==> config.mk <==
export PLATFORM = sky130hd
export DESIGN_NAME = sprite_mixer
export DESIGN_NICKNAME = d
export VERILOG_FILES = /design/src/rtl/sprite_mixer.sv
export SDC_FILE = /design/constraint.sdc
export NUM_CORES = 1
export LEC_CHECK = 0
export CAP_MARGIN = 20
export CORE_MARGIN = 4
export CORE_UTILIZATION = 40
export CTS_CLUSTER_SIZE = 16
export DETAILED_ROUTE_END_ITERATION = 10
export SYNTH_ARGS = -nofsm -noshare
export SYNTH_HDL_FRONTEND = slang
export SYNTH_SLANG_ARGS = --single-unit
==> constraint.sdc <==
create_clock -name vga_clk -period 11.75 [get_ports vga_clk]
set_input_delay 2.35 -clock vga_clk [delete_from_list [all_inputs] [get_ports vga_clk]]
set_output_delay 2.35 -clock vga_clk [all_outputs]
set_load 0.02 [all_outputs]
==> src/rtl/sprite_mixer.sv <==
// rtl/sprite_mixer.sv - three-stage VGA sprite overlay mixer with double-buffered sprite registers
//
// Overlays N_SPR hardware sprites on a background colour. Sprite position and
// visibility are written into shadow registers at any time and copied into
// the active (rendering) registers once per frame, at the first pixel of the
// first blanking row, so a sprite never tears mid-frame.
//
// Ports
//   vga_clk, arst_n          pixel clock, asynchronous active-low reset
//   col_i, row_i             current pixel coordinate from the VGA timing generator
//   disp_ena_i, hs_i, vs_i   display enable and syncs from the VGA timing generator
//   bg_rgb_i                 background colour, RGB444
//   wr_en_i, wr_sel_i        shadow register write strobe and target sprite
//   wr_x_i, wr_y_i, wr_vis_i shadow register write data
//   rom_addr_o               per-sprite ROM address, AW bits per sprite
//   rom_data_i               per-sprite ROM word one cycle later: [15] opaque, [11:0] RGB444
//   r_o, g_o, b_o            mixed colour, 3 cycles after col_i/row_i
//   hs_o, vs_o               syncs delayed by 3 cycles
//   coll_o                   per-sprite collision flags for the last completed frame
//
// Optional feature: define SPRITE_MIXER_COLLISION_EN to build the collision
// accumulator; without it coll_o is tied to 0.

module sprite_mixer #(
    parameter  int N_SPR = 2,
    parameter  int SPR_W = 64,
    parameter  int SPR_H = 64,
    parameter  int H_ACT = 640,
    parameter  int V_ACT = 480,
    localparam int AW    = $clog2(SPR_W * SPR_H)
) (
    input  logic                  vga_clk,
    input  logic                  arst_n,
    input  logic [9:0]            col_i,
    input  logic [8:0]            row_i,
    input  logic                  disp_ena_i,
    input  logic                  hs_i,
    input  logic                  vs_i,
    input  logic [11:0]           bg_rgb_i,
    input  logic                  wr_en_i,
    input  logic [2:0]            wr_sel_i,
    input  logic [9:0]            wr_x_i,
    input  logic [8:0]            wr_y_i,
    input  logic                  wr_vis_i,
    output logic [N_SPR*AW-1:0]   rom_addr_o,
    input  logic [N_SPR*16-1:0]   rom_data_i,
    output logic [3:0]            r_o,
    output logic [3:0]            g_o,
    output logic [3:0]            b_o,
    output logic                  hs_o,
    output logic                  vs_o,
    output logic [N_SPR-1:0]      coll_o
);

    // Reset asserts asynchronously but releases on a clock edge.
    logic [1:0] rst_sync_q, rst_sync_d;
    logic       rst_n;

    always_comb rst_sync_d = {rst_sync_q[0], 1'b1};

    always_ff @(posedge vga_clk or negedge arst_n) begin
        if (!arst_n) rst_sync_q <= '0;
        else         rst_sync_q <= rst_sync_d;
    end

    assign rst_n = rst_sync_q[1];

    logic commit;
    assign commit = (row_i == 9'(V_ACT)) && (col_i == '0);

    // Shadow and active sprite register sets
    logic [9:0] sh_x_q  [N_SPR];
    logic [9:0] sh_x_d  [N_SPR];
    logic [8:0] sh_y_q  [N_SPR];
    logic [8:0] sh_y_d  [N_SPR];
    logic       sh_v_q  [N_SPR];
    logic       sh_v_d  [N_SPR];
    logic [9:0] act_x_q [N_SPR];
    logic [9:0] act_x_d [N_SPR];
    logic [8:0] act_y_q [N_SPR];
    logic [8:0] act_y_d [N_SPR];
    logic       act_v_q [N_SPR];
    logic       act_v_d [N_SPR];

    // The commit reads the registered shadow value, so a write landing on
    // the commit cycle only reaches the active set one frame later.
    always_comb begin
        for (int i = 0; i < N_SPR; i++) begin
            sh_x_d[i]  = sh_x_q[i];
            sh_y_d[i]  = sh_y_q[i];
            sh_v_d[i]  = sh_v_q[i];
            act_x_d[i] = commit ? sh_x_q[i] : act_x_q[i];
            act_y_d[i] = commit ? sh_y_q[i] : act_y_q[i];
            act_v_d[i] = commit ? sh_v_q[i] : act_v_q[i];
            if (wr_en_i && (wr_sel_i == 3'(i))) begin
                sh_x_d[i] = wr_x_i;
                sh_y_d[i] = wr_y_i;
                sh_v_d[i] = wr_vis_i;
            end
        end
    end

    always_ff @(posedge vga_clk or negedge rst_n) begin
        if (!rst_n) begin
            for (int i = 0; i < N_SPR; i++) begin
                sh_x_q[i]  <= '0;
                sh_y_q[i]  <= '0;
                sh_v_q[i]  <= 1'b0;
                act_x_q[i] <= '0;
                act_y_q[i] <= '0;
                act_v_q[i] <= 1'b0;
            end
        end else begin
            for (int i = 0; i < N_SPR; i++) begin
                sh_x_q[i]  <= sh_x_d[i];
                sh_y_q[i]  <= sh_y_d[i];
                sh_v_q[i]  <= sh_v_d[i];
                act_x_q[i] <= act_x_d[i];
                act_y_q[i] <= act_y_d[i];
                act_v_q[i] <= act_v_d[i];
            end
        end
    end

    // Stage 1: hit test and ROM address
    logic [10:0]          dx [N_SPR];
    logic [10:0]          dy [N_SPR];
    logic                 in_act;
    logic [N_SPR-1:0]     hit1_d, hit1_q;
    logic [N_SPR*AW-1:0]  addr_d, addr_q;
    logic                 de1_q, hs1_q, vs1_q;
    logic [11:0]          bg1_q;

    // Offsets are 11-bit two's complement; a negative offset (bit 10 set)
    // means the pixel is left of / above the sprite, so nothing wraps.
    always_comb begin
        in_act = (32'(col_i) < H_ACT) && (32'(row_i) < V_ACT);
        hit1_d = '0;
        addr_d = '0;
        for (int i = 0; i < N_SPR; i++) begin
            dx[i] = {1'b0, col_i} - {1'b0, act_x_q[i]};
            dy[i] = {2'b00, row_i} - {2'b00, act_y_q[i]};
            hit1_d[i] = in_act && act_v_q[i] && !dx[i][10] && !dy[i][10] &&
                        (32'(dx[i]) < SPR_W) && (32'(dy[i]) < SPR_H);
            if (hit1_d[i])
                addr_d[i*AW +: AW] = AW'(32'(dy[i]) * SPR_W + 32'(dx[i]));
        end
    end

    always_ff @(posedge vga_clk or negedge rst_n) begin
        if (!rst_n) begin
            hit1_q <= '0;
            addr_q <= '0;
            de1_q  <= 1'b0;
            hs1_q  <= 1'b0;
            vs1_q  <= 1'b0;
            bg1_q  <= '0;
        end else begin
            hit1_q <= hit1_d;
            addr_q <= addr_d;
            de1_q  <= disp_ena_i;
            hs1_q  <= hs_i;
            vs1_q  <= vs_i;
            bg1_q  <= bg_rgb_i;
        end
    end

    assign rom_addr_o = addr_q;

    // Stage 2: side-band delayed to line up with the ROM read data
    logic [N_SPR-1:0] hit2_q;
    logic             de2_q, hs2_q, vs2_q;
    logic [11:0]      bg2_q;

    always_ff @(posedge vga_clk or negedge rst_n) begin
        if (!rst_n) begin
            hit2_q <= '0;
            de2_q  <= 1'b0;
            hs2_q  <= 1'b0;
            vs2_q  <= 1'b0;
            bg2_q  <= '0;
        end else begin
            hit2_q <= hit1_q;
            de2_q  <= de1_q;
            hs2_q  <= hs1_q;
            vs2_q  <= vs1_q;
            bg2_q  <= bg1_q;
        end
    end

    // Stage 3: priority mix
    logic [N_SPR-1:0] opq_hit;
    logic [11:0]      rgb_d, rgb_q;
    logic             hs3_q, vs3_q;
    logic             unused_rom;

    assign unused_rom = ^rom_data_i;

    // Walk from the highest index down so the lowest-index opaque sprite wins.
    always_comb begin
        opq_hit = '0;
        rgb_d   = bg2_q;
        for (int i = N_SPR - 1; i >= 0; i--) begin
            opq_hit[i] = hit2_q[i] && rom_data_i[i*16 + 15];
            if (opq_hit[i]) rgb_d = rom_data_i[i*16 +: 12];
        end
        if (!de2_q) rgb_d = '0;
    end

    always_ff @(posedge vga_clk or negedge rst_n) begin
        if (!rst_n) begin
            rgb_q <= '0;
            hs3_q <= 1'b0;
            vs3_q <= 1'b0;
        end else begin
            rgb_q <= rgb_d;
            hs3_q <= hs2_q;
            vs3_q <= vs2_q;
        end
    end

    assign r_o  = rgb_q[11:8];
    assign g_o  = rgb_q[7:4];
    assign b_o  = rgb_q[3:0];
    assign hs_o = hs3_q;
    assign vs_o = vs3_q;

`ifdef SPRITE_MIXER_COLLISION_EN
    logic [N_SPR-1:0] coll_now;
    logic [N_SPR-1:0] others;
    logic [N_SPR-1:0] acc_d, acc_q;
    logic [N_SPR-1:0] coll_d, coll_q;

    always_comb begin
        coll_now = '0;
        others   = '0;
        for (int i = 0; i < N_SPR; i++) begin
            others      = opq_hit;
            others[i]   = 1'b0;
            coll_now[i] = de2_q && opq_hit[i] && (|others);
        end
        // A collision seen on the commit cycle seeds the new frame.
        acc_d  = commit ? coll_now : (acc_q | coll_now);
        coll_d = commit ? acc_q : coll_q;
    end

    always_ff @(posedge vga_clk or negedge rst_n) begin
        if (!rst_n) begin
            acc_q  <= '0;
            coll_q <= '0;
        end else begin
            acc_q  <= acc_d;
            coll_q <= coll_d;
        end
    end

    assign coll_o = coll_q;
`else
    assign coll_o = '0;
`endif

endmodule

# Word level (Yosys, flattened, before mapping)

Cells that the tools add are included.
Widths: inputs -> output; s select.

Register bits after elaboration: 154
Input bits: 92
Output and inout port bits: 40

Add/sub/neg operators: 6
Order comparisons: 6
Eq/ne operators: 2
Mux-type cells: 5
Reductions and logical operators: 22

Operators by type and width:

| operator             | count |
|---|---|
| $mux 12              | 5 |
| $lt 11x7->1 const B  | 4 |
| $add 12x11->12       | 2 |
| $sub 10x10->11       | 2 |
| $sub 9x9->10         | 2 |
| $logic_and 1x1->1    | 16 |
| $logic_not 10->1     | 1 |
| $lt 10x10->1 const B | 1 |
| $eq 9x9->1 const B   | 1 |
| $lt 9x9->1 const B   | 1 |
| $logic_not 1->1      | 4 |
| $eq 3x1->1 const B   | 1 |
| $logic_not 3->1      | 1 |

# Longest topological paths before layout

Gate-level depths: netlist of run 1.

Depth after elaboration: 8
Mapped depth: 15

# Worst setup path before layout of run 1

OpenSTA, ideal clock, no wires.

Path kind: input-to-reg
Start point: input port col_i[0]
End point: register addr_q[11], in the netlist rom_addr_o[11]
Arrival: 4.915 ns
Required time: 11.668 ns
Setup slack: 6.754 ns
Stages on the path: 13
Cells stage by stage: inv_1 ha_1 inv_1 fa_1 a211oi_1 nor3_1 a211oi_2 ha_1 a21oi_1 nand2_1 o221ai_2 xnor3_1 nor3_2

Cells in the longest elaborated chain, start to end: 8

Ends and longest elaborated chain:

| what                                                   | line | text |
|---|---|---|
| from (decl)                                            | 34   | `input logic [9:0] col_i,` |
| branches (longest 7 deep; another with $sub 10x10->11) | n/a  |  |
| $mux 12 *                                              | 145  | `if (hit1_d[i])` |
| via addr_d[11]                                         | 130  | `logic [N_SPR*AW-1:0] addr_d, addr_q;` |
| to (signal assigned)                                   | 160  | `addr_q <= addr_d;` |
| to (decl)                                              | 130  |  |

Mark *: on every way through the listed nets, which the timed path passes.
A chain may end at the register's enable or synchronous reset.

# Final worst setup path of run 1

Start point: input port col_i[1]
End point: register addr_q[23], in the netlist rom_addr_o[23]

Same word-level chain as after synthesis.

==> key figures, run 1 <==
Synth
  • Number of flops mapped to enable cells by yosys: 0
  • Cell Area, Synth: 7580 µm²
  • Biggest area consumer among synthesized cells: dfrtp_1
  • Sequential share of the synthesized area: 50.8%
  • Synth unique cells: 65
  • Top-area cell type share of the netlist area: 50.8%
  • Main synth FF type: dfrtp_1
  • Top cells by area, synth: dfrtp_1 51%, ha_1 7.9%, mux2_2 7.0%
  • Syn avg cell area: 10.8 µm²
  • Flops & latches, synth: 154
  • YS warnings: 0
  • Cells after Synth: 701
  • Post-synth ARST share: 100%

GRT
  • Number of global-route vias before repair: 5726
  • GR Util All Layers: 17.0%
  • First-pass GRT wire length: 28.9 mm
  • Top Usage Layer GRT: met2
  • Met1 GRT Util: 23.1%
  • Antenna violations before repair: 0
  • Largest net degree at the start of global routing: 80
  • GRT met2 Usage: 26.4%
  • M3 GR Usage: 4.42%
  • Grt ovf: 0

Floorplanning
  • I/O pin total: 132
  • Die ar.: 21200 µm²
  • Die height: 146 µm
  • Initial Util: 40.5%
  • # rows: 50
  • Core area: 18700 µm²
  • Die W: 146 µm

Finish
  • Register area: 3860 µm²
  • Ant diodes: 0
  • Most frequent cells in the layout: 153 x dfrtp_1, 123 x clkdlybuf4s50_1, 69 x nand2_1
  • Area grow syn2layout: 28.3%
  • Fillers: 1626
  • Area of the multi-input gates: 3420 µm²
  • Share of layout cells above drive strength 1: 11.5%
  • Layout Nets: 971
  • Most common cell after layout, fill and taps aside: dfrtp_1

CTS
  • CTS Sinks: 154
  • Hold-fix buffers, CTS: 0
  • Clk_lat worst skew: 0.42 ns
  • Clock transition at path regs: 0.07 ns
  • PostCTS Resize Cnt: 0
  • Post-CTS setup buffers: 0
  • CTS tree: built
  • CTS Buffer Depth: 2
  • Root Driver: clkbuf_16
  • H-tree depth: 4
  • CTS Buf Count: 17

Pwr
  • VDD IR max: 0.0000991 V
  • Power Density: 135 nW/µm²
  • P_leak: 4.58 nW

Timing
  • Setup TNS Final: 0 ns
  • Final period utilization: 48.4%
  • Slew @ Worst Pin: 0.960 ns
  • Final worst setup slack: 6.06 ns
  • Fin. max-slew vios: 0
  • Worst rel slew slack: 36.0%
  • Crit path time final: 5.69 ns
  • Unrepaired setup endpoints after global routing: no
  • Fmax: 0.176 GHz
  • Fin Clk Skew: 0.0108 ns
  • Final setup violation count: 0
  • Hold Vio Cnt, Final: 0

Setup path
  • Crit path capture: rom_addr_o[23]
  • WP data required: 12.07 ns
  • FF-to-FF End: rom_addr_o[11]
  • CP arrival: 6.00 ns
  • Reg2Reg Setup Slack: 8.25 ns
  • Critical path class: primary input to register
  • Beginning of the critical path: col_i[1]
  • Startpoint types: primary input
  • Critical R2R Launch: act_x_q[10]
  • CP endpoint kind: register
  • R2r worst-path depth: 12
  • Critical path fanouts, max: 5

Routing
  • Total routed wirelength: 17.7 mm
  • Routed WL per cell: 16.6 µm
  • Via Count: 5596
  • Post-route ant nets: 0
  • First-pass detailed-route iteration total: 6
  • Initial DRC count: 271
  • Vias per cell: 5.22
  • # DRC: 0

Hold path
  • Min-delay src: de1_q
  • Hold WC Path Type: register to register

Placed design
  • Setup slack at placement: 5.60 ns
  • IO buf count: 123
  • DP Wirelength: 13.6 mm
  • Placer Congestion: 0.903

Run status
  • Status: complete, no violations

Job
  • Maxcap violations: 0
[cell usage after synthesis (all sizes together), types with 2 or more instances]
master   instances
a311oi           3
nor3            19
xnor2           14
a21o            10
a221oi           2
nand2b           3
o21bai           4
buf              6
nand3           30
nor2            22
a21oi           21
o21a             6
o22ai            2
o311ai           3
clkbuf          20
nand4            2
a31oi            3
fa               6
conb             2
dfrtp          154
nor3b            2
mux2i            2
o211ai           2
ha              48
o21ai           46
o211a           13
mux2            47
nor2b            6
o2111ai          3
inv             63
a211o            2
a21boi           2
or3              5
a211oi           5
and2             6
nor4b            2
and3            12
nand2           69
xor2            12
nor4             7
[worst max-delay path, stage by stage]
cell and delay [ns]:
clkdlybuf4s50_1 0.61, ha_1 0.38, nor2b_1 0.19, o2111ai_1 0.16, a21boi_0 0.39, nor4_1 0.13
a311oi_1 0.45, inv_1 0.17, ha_1 0.32, nand2_1 0.08, nor2_1 0.05, mux2i_1 0.25
a311oi_2 0.15, xnor2_1 0.14, and3_1 0.18
[layout make-up]
type                    count  share of cell area [%]
flip-flops and latches    154                    39.6
multi-input cells         459                    35.1
repair buffers            130                    13.4
clock buffers              17                    4.37
well taps                 234                    3.01
inverters                  63                    2.43
clock inverters            15                    2.04
[per-layer routing]
layer / up-vias / part of all wire, %
met1: 2665 / 47
met4: 0 / 3.1
li1: 2699 / -
met2: 202 / 45
met5: - / 0
met3: 30 / 5.8
[worst min path at each step]
stage,to,slack [ns],cells after the start
2_1_floorplan,bg2_q[0],0.33,0
3_3_place_gp,bg2_q[11],0.33,0
3_5_place_dp,bg2_q[6],0.33,0
4_1_cts,de2_q,0.34,0
5_1_grt,hit2_q[1],0.35,0
6_report,de2_q,0.34,0
[power breakdown]
| group | total [mW] | internal, mW | switching, mW |
|---|---|---|---|
| sequential | 0.592 | 0.569 | 0.0230 |
| combinational | 0.148 | 0.0831 | 0.0645 |
| clock | 0.579 | 0.343 | 0.236 |
[logic make-up after synthesis]
group	after synthesis	share of synthesized area, %
muxes	49	7.24
DFF	154	50.8
adders and majority gates	54	9.50
and+or+nand+nor	190	12.2
other	2	0.0990
buffers and inverters	89	4.54
xor gates and xnor gates	27	3.30
AOI/OAI and AO/OA	136	12.3
[state kept, by name, indices dropped and copies added, names as in the netlist, 2 cells and up]
register,cells
hit1_q,2
rom_addr_o,24
sh_v_q,2
act_v_q,2
sh_y_q,18
act_y_q,18
bg1_q,12
rst_sync_q,2
rgb_q,12
act_x_q,20
bg2_q,12
hit2_q,2
sh_x_q,20
[through the flow]
step	hold slack, ns	instances	power (mW)	instance area (µm²)	util, %
4_1_cts	0.344	1070	1.34	9700	51.8
3_5_place_dp	0.335	1038	0.748	9070	48.5
6_report	0.342	1072	1.32	9730	52.0
3_3_place_gp	0.333	1038	0.742	9070	48.5
2_1_floorplan	0.331	702	0.684	7590	-
5_1_grt	0.352	1072	1.38	9730	52.0
(Power assumes the default switching activity.)
==> run 2, diff against run 1 <==
==> constraint.sdc (replaced) <==
create_clock -name vga_clk -period 5.4 [get_ports vga_clk]
set_input_delay 1.08 -clock vga_clk [delete_from_list [all_inputs] [get_ports vga_clk]]
set_output_delay 1.08 -clock vga_clk [all_outputs]
set_load 0.02 [all_outputs]
==> run 2 against run 1 <==
- power grew 110%
- global-route usage grew 0.30 points
- sequential share of layout area grew 0.30 points
- first-iteration DRC count shrank 14%
- hold slack lost 0.016 ns
- clock power grew 93%
- design area shrank 0.75%
- die area is the same
- critical endpoint unchanged
- wire length grew 1.2%
- combinational power grew 120%
==> key figures, run 2 (synthesized netlist as in run 1, its figures left out) <==
Finish
  • Most frequent cells in the layout: 153 x dfrtp_1, 123 x clkdlybuf4s50_1, 69 x nand2_1
  • Fin cells: 1073 (+0.093%)
  • Layout Nets: 972 (+0.10%)
  • Most common cell after layout, fill and taps aside: dfrtp_1
  • Share of layout cells above drive strength 1: 11.6% (+0.11 points)
  • Ant diodes: 0 (unchanged)
  • Area grow syn2layout: 27.4%
  • Max FFs per register: 24 (unchanged)

Pwr
  • Power Internal: 2.04 mW (+110%)
  • Clk pwr share: 41.1% (-2.8 points)
  • P_leak: 4.54 nW (-0.78%)
  • Power Density: 283 nW/µm² (+110%)
  • Logic gate share of total power: 11.9% (+0.7 points)
  • VDD IR max: 0.000210 V (+110%)
  • Sequential share of power: 47.0% (+2.1 points)
  • Net Sw Frac: 25.2% (+0.64 points)
  • Net Switching: 688 µW (+110%)

Timing
  • Unrepaired setup endpoints after global routing: no
  • Setup TNS Final: 0 ns (unchanged)
  • Worst rel slew slack: 45.9% (+9.8 points)
  • Slew @ Worst Pin: 0.812 ns (-0.148 ns)
  • Fmax: 0.225 GHz
  • Hold Vio Cnt, Final: 0 (unchanged)
  • Hold WS: 0.326 ns (-0.0157 ns)
  • Fin Clk Skew: 0.00893 ns (-0.00187 ns)
  • Final setup violation count: 0 (unchanged)
  • Final period utilization: 82.3%
  • Fin. max-slew vios: 0 (unchanged)
  • Crit path time final: 4.44 ns

Routing
  • Total routed wirelength: 18.0 mm (+1.2%)
  • Routed WL per cell: 16.7 µm (+1.1%)
  • Initial DRC count: 232 (-14%)
  • Via Count: 5561 (-0.63%)
  • Vias per cell: 5.18 (-0.72%)
  • # DRC: 0 (unchanged)
  • First-pass detailed-route iteration total: 4 (-2)
  • Post-route ant nets: 0 (unchanged)

GRT
  • Number of global-route vias before repair: 5781 (+0.96%)
  • GRT met2 Usage: 27.1% (+0.63 points)
  • First-pass GRT wire length: 29.7 mm (+2.7%)
  • M3 GR Usage: 3.99% (-0.44 points)
  • Antenna violations before repair: 0 (unchanged)
  • Largest net degree at the start of global routing: 75 (-6.3%)
  • Top Usage Layer GRT: met2
  • Met1 GRT Util: 23.5% (+0.44 points)
  • Grt ovf: 0 (unchanged)
  • GR Util All Layers: 17.3% (+0.30 points)

Setup path
  • R2r worst-path depth: 12 (unchanged)
  • Crit path largest cell delay: 0.60 ns (about the same)
  • Most common cell on crit path: ha_1
  • Startpoint types: primary input
  • CP endpoint kind: register
  • CP arrival: 4.74 ns (-1.26 ns)
  • FF-to-FF End: rom_addr_o[11]
  • Reg2Reg Setup Slack: 1.89 ns (-6.36 ns)
  • Critical path class: primary input to register
  • Critical R2R Launch: act_x_q[10]
  • WP data required: 5.70 ns (-6.37 ns)
  • CP bufs+invs: 2 (unchanged)
  • Critical path's top delay family: compound AO/OA/AOI/OAI gates
  • Critical path fanouts, max: 5 (unchanged)
  • Crit-path slowest cell: clkdlybuf4s50_1
  • CP cell instances: clkdlybuf4s50_1 > ha_1 > nor2b_1 > o2111ai_1 > a21boi_0 > nor4_1 > a311oi_1 > inv_1 > ha_1 > nand2_1 > nor2_1 > mux2i_1 > a311oi_2 > xnor2_1 > and3_1

CTS
  • Clock transition at path regs: 0.07 ns (about the same)
  • Clk_lat worst skew: 0.42 ns (about the same)
  • Post-CTS setup buffers: 0 (unchanged)
  • CTS tree: built
  • Hold-fix buffers, CTS: 0 (unchanged)
  • CTS Buffer Depth: 2 (unchanged)
  • H-tree depth: 4 (unchanged)
  • CTS Buf Count: 17 (unchanged)
  • PostCTS Resize Cnt: 0 (unchanged)
  • Root Driver: clkbuf_16
  • CTS Sinks: 154 (unchanged)

Floorplanning
  • Core area: 18700 µm² (unchanged)
  • Die height: 146 µm (unchanged)
  • Initial Util: 40.5% (unchanged)
  • Die ar.: 21200 µm² (unchanged)
  • Die W: 146 µm (unchanged)
  • # rows: 50 (unchanged)
  • I/O pin total: 132 (unchanged)

Placed design
  • Placed cells: 1040 (+0.19%)
  • IO buf count: 123 (unchanged)
  • Placer Congestion: 0.883 (-2.2%)
  • DP Wirelength: 13.7 mm (+0.60%)

Run status
  • Status: complete, no violations

Job
  • Maxcap violations: 0 (unchanged)

Hold path
  • Hold WC Path Type: register to async pin
-- run 2: changes by cell type in the layout (fill, tap and decap cells not counted), sizes merged --
cell | previous run | this run
buf | 7 | 8
clkinvlp | 2 | 3
clkbuf | 17 | 19
clkinv | 1 | 5
bufinv | 3 | 0
inv | 72 | 68
-- run 2: metrics by stage --
stage               utilization, %  instance area, µm²  worst slack [ns]  power [mW]
floorplan                        -                7590             0.791        1.49
global placement              48.6                9090             0.653        1.62
detailed placement            48.6                9090             0.528        1.63
CTS                           51.6                9650             0.958        2.77
global route                  51.6                9660             0.764        2.86
finish                        51.6                9660             0.957        2.73
-- run 2: area by class of cell --
type,count,area (µm²)
fillers,1641,9050
flip-flops and latches,154,3860
multi-input cells,459,3420
repair buffers,131,1290
clock buffers,19,453
well taps,234,293
inverters,63,236
clock inverters,13,111
-- run 2: power groups by stage --
stage	Sequential [mW]	Clock, mW	Combinational, mW
global route	1.29	1.21	0.358
CTS	1.28	1.15	0.329
floorplan	1.31	0	0.180
finish	1.28	1.12	0.325
global placement	1.30	0	0.315
detailed placement	1.31	0	0.326
-- run 2: metal layers --
layer	wire length, µm	vias to the layer above
met5	0	-
met4	441	0
met3	907	26
met2	8040	169
met1	8570	2673
li1	-	2693
-- run 2: how the worst max path moves through the flow --
stage          depth (start not counted)     startpoint  slack [ns]             end
6_report                              15       col_i[1]        0.96  rom_addr_o[23]
5_1_grt                               15       col_i[1]        0.76  rom_addr_o[23]
4_1_cts                               15       col_i[1]        0.96  rom_addr_o[23]
3_5_place_dp                          15       col_i[1]        0.53  rom_addr_o[23]
3_3_place_gp                          15       col_i[1]        0.65  rom_addr_o[23]
2_1_floorplan                          0  rst_sync_q[1]        0.79      act_v_q[0]
==> RTL change 1 (config.mk and constraints of run 1) <==
Set the parameter `N_SPR` to 8 (it was 2).
--- a/src/rtl/sprite_mixer.sv
+++ b/src/rtl/sprite_mixer.sv
@@ -23,5 +23,5 @@
 
 module sprite_mixer #(
-    parameter  int N_SPR = 2,
+    parameter  int N_SPR = 8,
     parameter  int SPR_W = 64,
     parameter  int SPR_H = 64,
Interface: changed (resized coll_o, rom_addr_o and rom_data_i); port bits go from 132 to 306. The function was not compared with the original's and may differ.
==> RTL change 1 against run 1 <==
Cell area grew to 3.3 times the old value. Critical path type unchanged. Total power grew to 3.2 times the old value. Clock skew grew 0.016 ns. Area after synthesis grew to 3.4 times the old value. Largest power group unchanged. Count of clock-buffer cells in the layout grew 62. Critical endpoint is now rom_addr_o[11]. Worst setup slack lost 0.86 ns. Sequential cell count grew 324. Wire length grew to 4.2 times the old value. Highest routed layer is now met5.
==> RTL change 1: results (changes against run 1) <==
| Metric | Value |
|---|---|
| TritonCTS buffer count | 56 (+39) |
| Synth unique cells | 83 (+28%) |
| Register area share after synthesis | 0.459 (-0.0491) |
| Worst setup path startpoint | col_i[0] |
| Layout cell share with drive strength beyond 1 | 0.133 (+0.0188) |
| Port Buffer Count | 273 (+120%) |
| Max reg flops | 96 (+300%) |
| Iter 0 DRT Violations | 1273 (+370%) |
| DP HPWL | 52.1 mm (+280%) |
| Relative slew margins | 0.272 (-0.0886) |
| DP Area | 0.0298 mm^2 (+230%) |
| Non-Filler Instances | 3685 (+240%) |
| Hold Path Class | flop to asynchronous set/reset pin |
| DP Cell Count | 3574 (+240%) |
| Status | complete, no violations |
| Final Skew | 0.0270 ns (+0.0162 ns) |
| Peak supply drop | 0.113 mV (+15%) |
| Routed len/inst | 20.3 um (+23%) |
| First-pass GRT wire length | 116 mm (+300%) |
| Largest net degree at the start of global routing | 211 (+160%) |
| Tot GR Track Use | 0.212 (+0.0419) |
| First-pass DRT Iterations | 7 (+1) |
| Clk_lat worst skew | 0.61 ns (+0.19 ns) |
| GPL Wtd Cong | 0.889 (-1.5%) |
| CP Max Fanout | 8 (+3) |
| Final hold slack | 0.248 ns (-0.0939 ns) |
| H-tree levels | 2 (-2) |
| Top cells by count, synth | 478 x dfrtp_1, 232 x o21ai_0, 216 x nand2_1 |
| Net Sw Power | 0.00105 W (+230%) |
| Initial antenna violation count | 9 (+9) |
| Vias in the first global route | 20300 (+250%) |
| Clk buf depth | 3 (+1) |
| Area contributors post-synth | dfrtp_1 46%, ha_1 9.2%, mux2_2 8.0% |
| Worst r2r src | act_x_q[71] |
| NumNets Final | 3185 (+230%) |
| Crit path DAT | 7.05 ns (+1.05 ns) |
| Worst reg2reg setup slack | 7.70 ns (-0.55 ns) |
| Avg Vias per Cell | 5.39 (+3.2%) |
| Mapped Avg Cell Area | 10.4 um^2 (-3.7%) |
## RTL change 1: cell types whose count changed after synthesis, sizes merged, moves of 29 or more
cell / run 1 / this run
nand2: 69 / 216
xnor2: 14 / 73
inv: 63 / 212
o21ai: 46 / 234
ha: 48 / 192
nor2b: 6 / 35
nor2: 22 / 124
dfrtp: 154 / 478
a21oi: 21 / 101
mux2: 47 / 186
nor3: 19 / 65
clkbuf: 20 / 77
## RTL change 1: layout make-up
type                    instances  area [um^2]
clock inverters                25          329
multi-input cells            1722        13000
clock buffers                  79         1620
inverters                     212          796
diodes                          3         7.51
repair buffers                311         3060
flip-flops and latches        478        12000
fillers                      5832        32600
well taps                     855         1070
## RTL change 1: power groups by stage
stage               clock [W]  sequential, W  combinational, W
global placement            0        0.00186          0.000525
finish                0.00182        0.00184          0.000542
detailed placement          0        0.00187          0.000541
floorplan                   0        0.00187          0.000326
CTS                   0.00187        0.00184          0.000545
global route          0.00194        0.00185          0.000597
## RTL change 1: layer usage
metal | GRT usage | share of wire
met1 | 0.276 | 0.43
met2 | 0.362 | 0.48
met3 | 0.0354 | 0.053
met4 | 0.0672 | 0.033
met5 | 0 | 0.00027
## RTL change 1: worst max-delay path, cell delays in order
cell	delay, ns
clkdlybuf4s50_1	0.51
inv_1	0.68
ha_1	0.33
nor2b_1	0.06
o21ai_0	0.25
a21oi_1	0.14
o41ai_1	0.63
xnor2_1	0.27
ha_1	0.38
nand3b_1	0.12
mux2_2	0.29
a211o_1	0.28
a31oi_1	0.24
o21a_1	0.16
nor3_1	0.05
nor4b_1	0.30
## RTL change 1: worst max path at each step
stage                     end  slack [ns]  cells after the start
6_report       rom_addr_o[11]        5.20                     16
5_1_grt        rom_addr_o[11]        4.91                     16
4_1_cts        rom_addr_o[23]        4.93                     14
2_1_floorplan      act_v_q[0]        3.96                      0
3_5_place_dp   rom_addr_o[23]        4.33                     14
3_3_place_gp   rom_addr_o[23]        4.28                     14
## RTL change 1: per-stage QoR
step	setup slack, ns	power (W)	util
finish	5.20	0.00421	0.494
global route	4.91	0.00439	0.494
CTS	4.93	0.00426	0.493
detailed placement	4.33	0.00241	0.463
global placement	4.28	0.00239	0.463
floorplan	3.96	0.00220	-
## RTL change 1: cells by family after synthesis
logic type                 Yosys count  synth area share
xor gates and xnor gates           116            0.0429
AOI/OAI and AO/OA                  545             0.130
adders and majority gates          216             0.111
buffers and inverters              307            0.0464
and+or+nand+nor                    641             0.127
DFF                                478             0.459
other                                2          0.000288
muxes                              195            0.0838
==> RTL change 2 (flow settings as in run 1) <==
Made on the original files. Register the input `rom_data_i` before use, cleared by the reset. The logic sees it one clock later. The other inputs are not delayed to match. Comments in the files are not updated.
--- a/src/rtl/sprite_mixer.sv
+++ b/src/rtl/sprite_mixer.sv
@@ -53,4 +53,14 @@
 );
 
+    logic [N_SPR*16-1:0] rom_data_q;
+
+    always_ff @(posedge vga_clk or negedge arst_n) begin
+        if (!arst_n) begin
+            rom_data_q <= '0;
+        end else begin
+            rom_data_q <= rom_data_i;
+        end
+    end
+
     // Reset asserts asynchronously but releases on a clock edge.
     logic [1:0] rst_sync_q, rst_sync_d;
@@ -195,5 +205,5 @@
     logic             unused_rom;
 
-    assign unused_rom = ^rom_data_i;
+    assign unused_rom = ^rom_data_q;
 
     // Walk from the highest index down so the lowest-index opaque sprite wins.
@@ -202,6 +212,6 @@
         rgb_d   = bg2_q;
         for (int i = N_SPR - 1; i >= 0; i--) begin
-            opq_hit[i] = hit2_q[i] && rom_data_i[i*16 + 15];
-            if (opq_hit[i]) rgb_d = rom_data_i[i*16 +: 12];
+            opq_hit[i] = hit2_q[i] && rom_data_q[i*16 + 15];
+            if (opq_hit[i]) rgb_d = rom_data_q[i*16 +: 12];
         end
         if (!de2_q) rgb_d = '0;
Behaviour: not the same (a bounded check fails within 10 cycles, from zero or initial values and one cycle with arst_n low).
==> RTL change 2 against run 1 <==
Wire length up 11%. Critical path depth shrank 3. Global-route usage increased by 0.95 points. Sequential cell count up 26. Sequential power is 16% higher. Combinational power is 3% higher. Total power grew 7.7%. Core utilization shrank 0.70 points. Worst setup slack worse by 0.12 ns. Area after synthesis increased by 7.8%. Sequential share of layout area grew 3.9 points. Cell area rose by 6.4%. Highest routed layer unchanged.
==> RTL change 2: results (changes against run 1) <==
| Metric | Value |
|---|---|
| Status | complete, no violations |
| Avg Vias per Cell | 5.18 (-0.76%) |
| Clk root buf | clkbuf_16 |
| Ys flop type | dfrtp_1 |
| Area share of fa/ha/maj cells after synthesis | 0.0881 (-0.00688) |
| Largest net degree at the start of global routing | 63 (-21%) |
| Slew @ Worst Pin | 0.779 ns (-0.180 ns) |
| First-pass GRT wire length | 31.7 mm (+9.5%) |
| Post-Synth XOR/XNOR Area | 0.0311 (-0.00193) |
| Clk_lat worst skew | 0.44 ns (+0.02 ns) |
| Grt peak-use layer | met2 |
| Leakage power | 4.81 nW (+5.1%) |
| Top reg by flops | rom_data_q |
| TritonCTS buffer count | 17 (unchanged) |
| Pre-CTS setup slack | 5.52 ns (-0.0828 ns) |
| Number of synthesized register bits | 180 (+17%) |
| Asr flop ratio synth | 1.00 (unchanged) |
| Layout cell share with drive strength beyond 1 | 0.115 (about the same) |
| GRT met1 Usage | 0.236 (+0.00491) |
| Iter 0 DRT Violations | 378 (+39%) |
| Syn. warnings | 0 (unchanged) |
| NumNets Final | 988 (+1.8%) |
| GPL Wtd Cong | 0.874 (-3.2%) |
| Vias in the first global route | 6066 (+5.9%) |
| Register area share after synthesis | 0.551 (+0.0428) |
| Synth unique cells | 61 (-6.2%) |
| Hold Path Class | flop to asynchronous set/reset pin |
| Top cells by count, synth | 180 x dfrtp_1, 61 x nand2_1, 48 x ha_1, 48 x inv_1, 47 x o21ai_0 |
| M3 GR Usage | 0.0359 (-0.00832) |
| Post_cts resized | 0 (unchanged) |
| CP Max Fanout | 13 (+8) |
| Clock slew at reported path FFs | approximately 0.080 ns |
| Routing usage on met2 | 0.295 (+0.0305) |
| Fillers | 1730 (+6.4%) |
| Max reg flops | 26 (+8.3%) |
| First-pass DRT Iterations | 4 (-2) |
| DP HPWL | 14.5 mm (+6.2%) |
| Area contributors post-synth | dfrtp_1 55%, ha_1 7.3%, mux2_2 6.3% |
| Post-Route WL | 19.7 mm (+11%) |
| H-tree levels | 4 (unchanged) |
| Compound-Gate Fraction of Synth Area | 0.121 (-0.00233) |
| Tot GR Track Use | 0.179 (+0.00947) |
| Initial antenna violation count | 0 (unchanged) |
| Post-synth EDFFs | 0 (unchanged) |
| Antenna cells | 0 (unchanged) |
| Setup Buffers After CTS | 0 (unchanged) |
| Post-synth top area share | 0.551 (+0.0428) |
| Peak supply drop | 0.0781 mV (-21%) |
| Crit path DAT | 6.13 ns (+0.13 ns) |
| Clk buf depth | 2 (unchanged) |
| Port Buffer Count | 123 (unchanged) |
| Final Skew | 0.0131 ns (+0.00226 ns) |
| Multiplexer share of the synthesized area | 0.0658 (-0.00662) |
==> RTL change 2: cell types whose count changed after synthesis, sizes merged, moves of 7 or more <==
cell	run 1	this run
dfrtp	154	180
inv	63	50
and3	12	2
xnor2	14	23
nand2	69	61
nor3	19	11
a21oi	21	28
==> RTL change 2: per-layer routing <==
| layer | up-vias | wire length [um] |
|---|---|---|
| met5 | - | 0 |
| met4 | 0 | 420 |
| met3 | 31 | 1130 |
| met2 | 176 | 9470 |
| met1 | 2868 | 8680 |
| li1 | 2753 | - |
==> RTL change 2: worst paths after layout <==
path,slack [ns],depth (start not counted),endpoint,start
max,5.94,12,rom_addr_o[16],col_i[0]
max reg2reg,8.10,10,rom_addr_o[16],act_x_q[0]
min reg2reg,0.32,0,bg1_q[11],rst_sync_q[1]
max in group asynchronous,9.15,2,rst_sync_q[1],arst_n
min in group vga_clk,0.35,0,bg2_q[2],bg1_q[2]
min,0.32,0,bg1_q[11],rst_sync_q[1]
==> RTL change 2: cell type report <==
class                      instances  area [um^2]  area share
timing repair buffer             130         1280       0.124
tap                              270          338      0.0326
sequential                       180         4510       0.435
clock buffer                      17          425      0.0411
clock inverter                    15          193      0.0186
inverter                          50          188      0.0181
multi-input combinational        463         3420       0.330
==> RTL change 2: cells by family (layout without fill, tap and decap cells) <==
family | count (synthesis) | count (layout)
AOI/OAI and AO/OA | 149 | 149
xor gates and xnor gates | 29 | 29
adders and majority gates | 54 | 54
buffers and inverters | 74 | 212
DFF | 180 | 180
muxes | 48 | 48
other | 2 | 3
and+or+nand+nor | 180 | 180
==> RTL change 2: through the flow <==
step                instance area (um^2)  hold WS [ns]  instances
floorplan                           8180         0.331        717
global placement                    9730         0.324       1093
detailed placement                  9730         0.335       1093
CTS                                10400         0.352       1125
global route                       10400         0.356       1125
finish                             10400         0.324       1125
==> RTL change 2: worst max-delay path: stages <==
cell and delay, ns:
clkdlybuf4s50_1 0.46, inv_1 0.12, ha_1 0.18, inv_1 0.06, fa_1 0.42, a211oi_1 0.45, nor3_1 0.17, o211ai_1 0.41
inv_2 0.12, nor4b_1 0.34, nand4_1 0.57, nor3_1 0.48
==> RTL change 2: where the power goes <==
part | switching (W) | internal (W)
Sequential | 0.0000231 | 0.000662
Clock | 0.000290 | 0.000293
Combinational | 0.0000702 | 0.0000827
Total | 0.000384 | 0.00104
